**config.mk**
```make
export PLATFORM = sky130hd
export DESIGN_NAME = ex_mul_seq_flat
export DESIGN_NICKNAME = d
export VERILOG_FILES = /design/src/rtl/ex_mul_seq_pkg.sv /design/src/rtl/ex_mul_seq_if.sv /design/src/rtl/ex_mul_seq.sv /design/src/flat_wrapper.sv
export SDC_FILE = /design/constraint.sdc
export NUM_CORES = 1
export LEC_CHECK = 0
export CAP_MARGIN = 20
export CORE_UTILIZATION = 46
export CTS_CLUSTER_SIZE = 28
export DETAILED_ROUTE_END_ITERATION = 10
export PLACE_DENSITY_LB_ADDON = 0.1
export SLEW_MARGIN = 10
export SYNTH_ARGS = -nofsm -noshare
export SYNTH_HDL_FRONTEND = slang
export SYNTH_SLANG_ARGS = --single-unit
```
**constraint.sdc**
```tcl
create_clock -name clk -period 2.08 [get_ports clk]
set_input_delay 0.416 -clock clk [delete_from_list [all_inputs] [get_ports clk]]
set_output_delay 0.416 -clock clk [all_outputs]
set_load 0.1 [all_outputs]
```
**src/rtl/ex_mul_seq_pkg.sv**
```systemverilog
// Shared definitions for the EX-stage multiply sequencer: ALU command codes,
// sequencer state codes and the operand width.
package ex_mul_seq_pkg;

  localparam int MUL_W = 16;

  localparam logic [2:0] ALU_NC  = 3'd0;
  localparam logic [2:0] ALU_ADD = 3'd1;

  localparam logic [1:0] MUL_IDLE = 2'd0;
  localparam logic [1:0] MUL_RUN  = 2'd1;
  localparam logic [1:0] MUL_DONE = 2'd2;

endpackage

```
**src/rtl/ex_mul_seq_if.sv**
```systemverilog
// Bundle between the multiply sequencer and the EX stage. The slave modport is
// the sequencer; the master modport is the EX stage that owns the shared ALU.
interface ex_mul_seq_if #(
  parameter int WIDTH = 16
);
  logic             start;
  logic [WIDTH-1:0] op_a;
  logic [WIDTH-1:0] op_b;
  logic             alu_req;
  logic [2:0]       alu_cmd;
  logic [WIDTH-1:0] alu_src1;
  logic [WIDTH-1:0] alu_src2;
  logic [WIDTH-1:0] alu_result;
  logic             stall_req;
  logic             busy;
  logic             done;
  logic [WIDTH-1:0] product;

  modport slave (
    input  start, op_a, op_b, alu_result,
    output alu_req, alu_cmd, alu_src1, alu_src2, stall_req, busy, done, product
  );

  modport master (
    output start, op_a, op_b, alu_result,
    input  alu_req, alu_cmd, alu_src1, alu_src2, stall_req, busy, done, product
  );
endinterface

```
**src/rtl/ex_mul_seq.sv**
```systemverilog
// Multi-cycle 16x16 (low half) multiply that borrows the shared EX-stage ALU
// for a shift-add sequence, stalling the front of the pipeline while it runs.
module ex_mul_seq
  import ex_mul_seq_pkg::*;
#(
  parameter int WIDTH = 16
) (
  input  logic         clk,
  input  logic         rst,
  ex_mul_seq_if.slave  bus
);

  logic [1:0]       r_state;
  logic [WIDTH-1:0] r_acc;
  logic [WIDTH-1:0] r_mcand;
  logic [WIDTH-1:0] r_mplier;
  logic [3:0]       r_cnt;
  logic [WIDTH-1:0] r_product;

  logic w_run;
  logic w_run_last;

  assign w_run = (r_state == MUL_RUN);

  // Stop once no higher multiplier bits remain, so short multipliers finish early.
  assign w_run_last = (r_mplier[WIDTH-1:1] == '0) || (r_cnt == 4'd15);

  always_ff @(posedge clk or negedge rst) begin
    if (!rst) begin
      r_state   <= MUL_IDLE;
      r_acc     <= '0;
      r_mcand   <= '0;
      r_mplier  <= '0;
      r_cnt     <= '0;
      r_product <= '0;
    end else begin
      case (r_state)
        MUL_IDLE: begin
          if (bus.start) begin
            r_acc    <= '0;
            r_mcand  <= bus.op_a;
            r_mplier <= bus.op_b;
            r_cnt    <= '0;
            if (bus.op_b == '0) begin
              r_state   <= MUL_DONE;
              r_product <= '0;
            end else begin
              r_state <= MUL_RUN;
            end
          end
        end
        MUL_RUN: begin
          r_acc    <= bus.alu_result;
          r_mcand  <= r_mcand << 1;
          r_mplier <= r_mplier >> 1;
          r_cnt    <= r_cnt + 4'd1;
          if (w_run_last) begin
            r_state   <= MUL_DONE;
            r_product <= bus.alu_result;
          end
        end
        MUL_DONE: r_state <= MUL_IDLE;
        default:  r_state <= MUL_IDLE;
      endcase
    end
  end

  assign bus.alu_req   = w_run;
  assign bus.alu_cmd   = w_run ? ALU_ADD : ALU_NC;
  assign bus.alu_src1  = w_run ? r_acc : '0;
  assign bus.alu_src2  = (w_run && r_mplier[0]) ? r_mcand : '0;
  // Released in DONE so the pipeline advances and captures the product.
  assign bus.stall_req = ((r_state == MUL_IDLE) && bus.start) || w_run;
  assign bus.busy      = (r_state != MUL_IDLE);
  assign bus.done      = (r_state == MUL_DONE);
  assign bus.product   = r_product;

endmodule

```
**src/flat_wrapper.sv**
```systemverilog
// flat-port wrapper written by rule: the top's interface ports become plain ports
module ex_mul_seq_flat import ex_mul_seq_pkg::*;
#(
  parameter int WIDTH = 16
)
  (clk, rst, bus_start, bus_op_a, bus_op_b, bus_alu_result, bus_alu_req, bus_alu_cmd, bus_alu_src1, bus_alu_src2, bus_stall_req, bus_busy, bus_done, bus_product);
  ex_mul_seq_if #(.WIDTH(WIDTH)) bus_i ();
  input  logic clk;
  input  logic rst;
  input wire logic [$bits(bus_i.start)-1:0] bus_start;
  input wire logic [$bits(bus_i.op_a)-1:0] bus_op_a;
  input wire logic [$bits(bus_i.op_b)-1:0] bus_op_b;
  input wire logic [$bits(bus_i.alu_result)-1:0] bus_alu_result;
  output wire logic [$bits(bus_i.alu_req)-1:0] bus_alu_req;
  output wire logic [$bits(bus_i.alu_cmd)-1:0] bus_alu_cmd;
  output wire logic [$bits(bus_i.alu_src1)-1:0] bus_alu_src1;
  output wire logic [$bits(bus_i.alu_src2)-1:0] bus_alu_src2;
  output wire logic [$bits(bus_i.stall_req)-1:0] bus_stall_req;
  output wire logic [$bits(bus_i.busy)-1:0] bus_busy;
  output wire logic [$bits(bus_i.done)-1:0] bus_done;
  output wire logic [$bits(bus_i.product)-1:0] bus_product;
  assign bus_i.start = bus_start;
  assign bus_i.op_a = bus_op_a;
  assign bus_i.op_b = bus_op_b;
  assign bus_i.alu_result = bus_alu_result;
  assign bus_alu_req = bus_i.alu_req;
  assign bus_alu_cmd = bus_i.alu_cmd;
  assign bus_alu_src1 = bus_i.alu_src1;
  assign bus_alu_src2 = bus_i.alu_src2;
  assign bus_stall_req = bus_i.stall_req;
  assign bus_busy = bus_i.busy;
  assign bus_done = bus_i.done;
  assign bus_product = bus_i.product;
  ex_mul_seq #(.WIDTH(WIDTH)) u_core (.clk(clk), .rst(rst), .bus(bus_i));
endmodule
```
==> results.py <==
metrics = {
    "detailed_routing": {
        "drt_wl_total_mm": 8.55,
        "antenna_left": 0,
        "first_iter_violations": 126,
        "routed-via-count": 2806,
        "route.detailed.drc": 0,
        "vias_per_cell": 5.67,
        "wl_per_cell_um": 17.3,
        "first_pass_iters": 4,
    },
    "clock_tree": {
        "htreeDepth": 3,
        "cts.sinks": 70,
        "hold_buffers": 0,
        "clock_tree.root_cell": "clkbuf_8",
        "cts_buffer_depth": 2,
        "cts_inserted_buffers": 9,
        "clk_pin_slew_ns": 0.08,
        "clk-insertion-delay-late_ns": 0.35,
        "cts_tree": "built",
    },
    "logic_synthesis": {
        "yosys-top-cells-area": "dfrtp_1 (55%), mux2i_1 (6.6%), a32o_1 (5.6%)",
        "ys_warn_count": 0,
        "synth_most_common_cell": "dfrtp_1",
        "synth_area_mm2": 0.00321,
        "synth_edf_count": 0,
        "synth_top_area_cell": "dfrtp_1",
        "synth.distinct_cells": 31,
        "synth_top_flop_cell": "dfrtp_1",
        "synth_top_cell_area_share_pct": 54.6,
        "ys_seq_elements": 70,
        "seq_area_frac_synth_pct": 54.6,
        "ys_top_cells_by_count": "dfrtp_1 (70), nand2_1 (32), o21ai_0 (32), mux2i_1 (21), clkbuf_1 (20)",
        "synth_area_per_cell_um2": 11.0,
        "synth-async-reset-ratio_pct": 100,
        "syn_inst": 291,
    },
    "place": {
        "post-place-cells": 462,
        "post-place-ws_ns": -0.455,
        "gp_congestion": 0.826,
        "dpl_cell_area_mm2": 0.00474,
        "dp_hpwl_mm": 5.28,
        "io_buffers": 103,
    },
    "floorplan": {
        "ioPinCount": 106,
        "start_util_pct": 47.5,
        "core-area_mm2": 0.00676,
        "die_area_mm2": 0.00731,
        "rows": 30,
        "die_w_um": 85.5,
        "die-height_um": 85.5,
    },
    "critical_path": {
        "worstPathArrival_ns": 1.63,
        "cp_max_fo": 7,
        "critical_path_class": "flop to output port",
        "worstPathRequired_ns": 1.66,
        "critPathCaptureType": "output port",
        "r2r_cells": 6,
        "start_kind": "flop",
    },
    "layout": {
        "area_delta_synth_final_pct": 63.0,
        "fillers": 434,
        "drive_above_1_share_pct": 33.5,
        "seqCellArea_mm2": 0.00175,
        "multi_input_area_mm2": 0.00143,
        "diodes": 0,
        "fin_nets": 463,
        "design_area_mm2": 0.00523,
        "fin_cells": 495,
    },
    "sta": {
        "min_period_ns": 2.05,
        "hold_viol": 0,
        "drv_slew": 0,
        "setup_ws_ns": 0.0337,
        "hold_ws_ns": 0.00280,
        "skew_ns": 0.0116,
        "relSlewSlack_pct": 57.1,
        "fmax_ghz": 0.489,
        "setup_viol": 0,
        "fin_crit_sh_pct": 98.4,
        "tightest_slew_ns": 0.643,
    },
    "grt": {
        "grt_pass1_wl_mm": 13.2,
        "grt_max_degree": 56,
        "grt_pass1_vias": 2621,
        "grt.overflow.total": 0,
        "grt_use_total_pct": 23.3,
        "antenna_found_initial": 0,
    },
    "worst_hold_path": {
        "worstHoldPathType": "input port to asynchronous set/reset pin",
    },
    "outcome": {
        "outcome": "finished, final reports clean",
    },
    "flow_run": {
        "drv_cap": 0,
    },
}
## metal layers
| metal | share of wire [%] | track usage [%] |
|---|---|---|
| met1 | 45 | 33.2 |
| met2 | 48 | 35.5 |
| met3 | 5.4 | 4.81 |
| met4 | 1.3 | 8.64 |
| met5 | 0 | 0 |
## flip-flops by register name, summed over array words and instances (netlist names)
register,cells
u_core.bus.product,16
u_core.r_acc,16
u_core.r_cnt,4
u_core.r_mcand,16
u_core.r_mplier,16
u_core.r_state,2
## cell usage in the layout (no fill, tap or decap), types with 2 or more instances in the layout
| master | instances |
|---|---|
| a32o_1 | 18 |
| and2_1 | 7 |
| clkinvlp_4 | 2 |
| a22o_1 | 18 |
| nand2_1 | 32 |
| clkbuf_16 | 3 |
| inv_1 | 2 |
| or2_4 | 2 |
| nor2_1 | 4 |
| nand3_1 | 2 |
| clkbuf_8 | 12 |
| dlymetal6s2s_1 | 6 |
| and2_4 | 2 |
| nor4_1 | 4 |
| buf_4 | 36 |
| buf_6 | 4 |
| o211ai_4 | 3 |
| conb_1 | 2 |
| and2_2 | 7 |
| and3_4 | 4 |
| a22oi_1 | 9 |
| dfrtp_1 | 70 |
| buf_12 | 41 |
| and3_2 | 12 |
| or4_4 | 4 |
| clkdlybuf4s50_1 | 43 |
| mux2i_1 | 21 |
| o21ai_0 | 32 |
## cells by family after synthesis
kind of cell,after synthesis,share of synthesized area (%)
simple gates,86,14.3
compound gates,80,19.3
flops,70,54.6
buf+inv,31,4.37
mux,22,6.90
fa+ha+maj,1,0.390
other cells,1,0.117
## worst paths after layout
path,start,to,slack [ns]
min in group clk,bus_op_b[13],u_core.r_mplier[13],0.39
max in group asynchronous,rst,u_core.r_mcand[11],1.44
worst max-delay path,u_core.r_state[0],bus_alu_src2[15],0.03
worst min register to register,u_core.r_acc[3],u_core.r_acc[3],0.50
worst min-delay path,rst,u_core.r_acc[5],0.003
worst max register to register,u_core.r_state[0],u_core.bus.product[0],0.17
## final cells by class
class                           instances  area share [%]
Clock buffer                           12            3.16
Clock inverter                          3           0.813
Inverter                                3           0.287
Multi-Input combinational cell        193            27.4
Sequential cell                        70            33.5
Tap cell                               80            1.91
Timing Repair Buffer                  134            32.9
## metrics by stage
stage	setup TNS, ns	utilization [%]
floorplan	-0.909	-
CTS	-1.06	74.2
detailed placement	-7.33	70.1
global placement	-6.75	70.1
global route	-0.0324	77.4
finish	0	77.4
## worst max-delay path, stage by stage (launching register included)
cell and delay, ns:
dfrtp_1 0.38, nor2b_4 0.26, clkbuf_16 0.18, buf_12 0.10, and3_4 0.19, buf_12 0.17
## what timing repair did
| item | in CTS | in global routing |
|---|---|---|
| setup endpoints to repair | 49 | 48 |
| setup buffers | 3 | 10 |
| gates resized for setup | 3 | 19 |
| pin swaps | 3 | 5 |
| cloned | 2 | 3 |
Power is not shown: default switching activity piles up to over one toggle a cycle in this logic, so the estimate is an artifact.
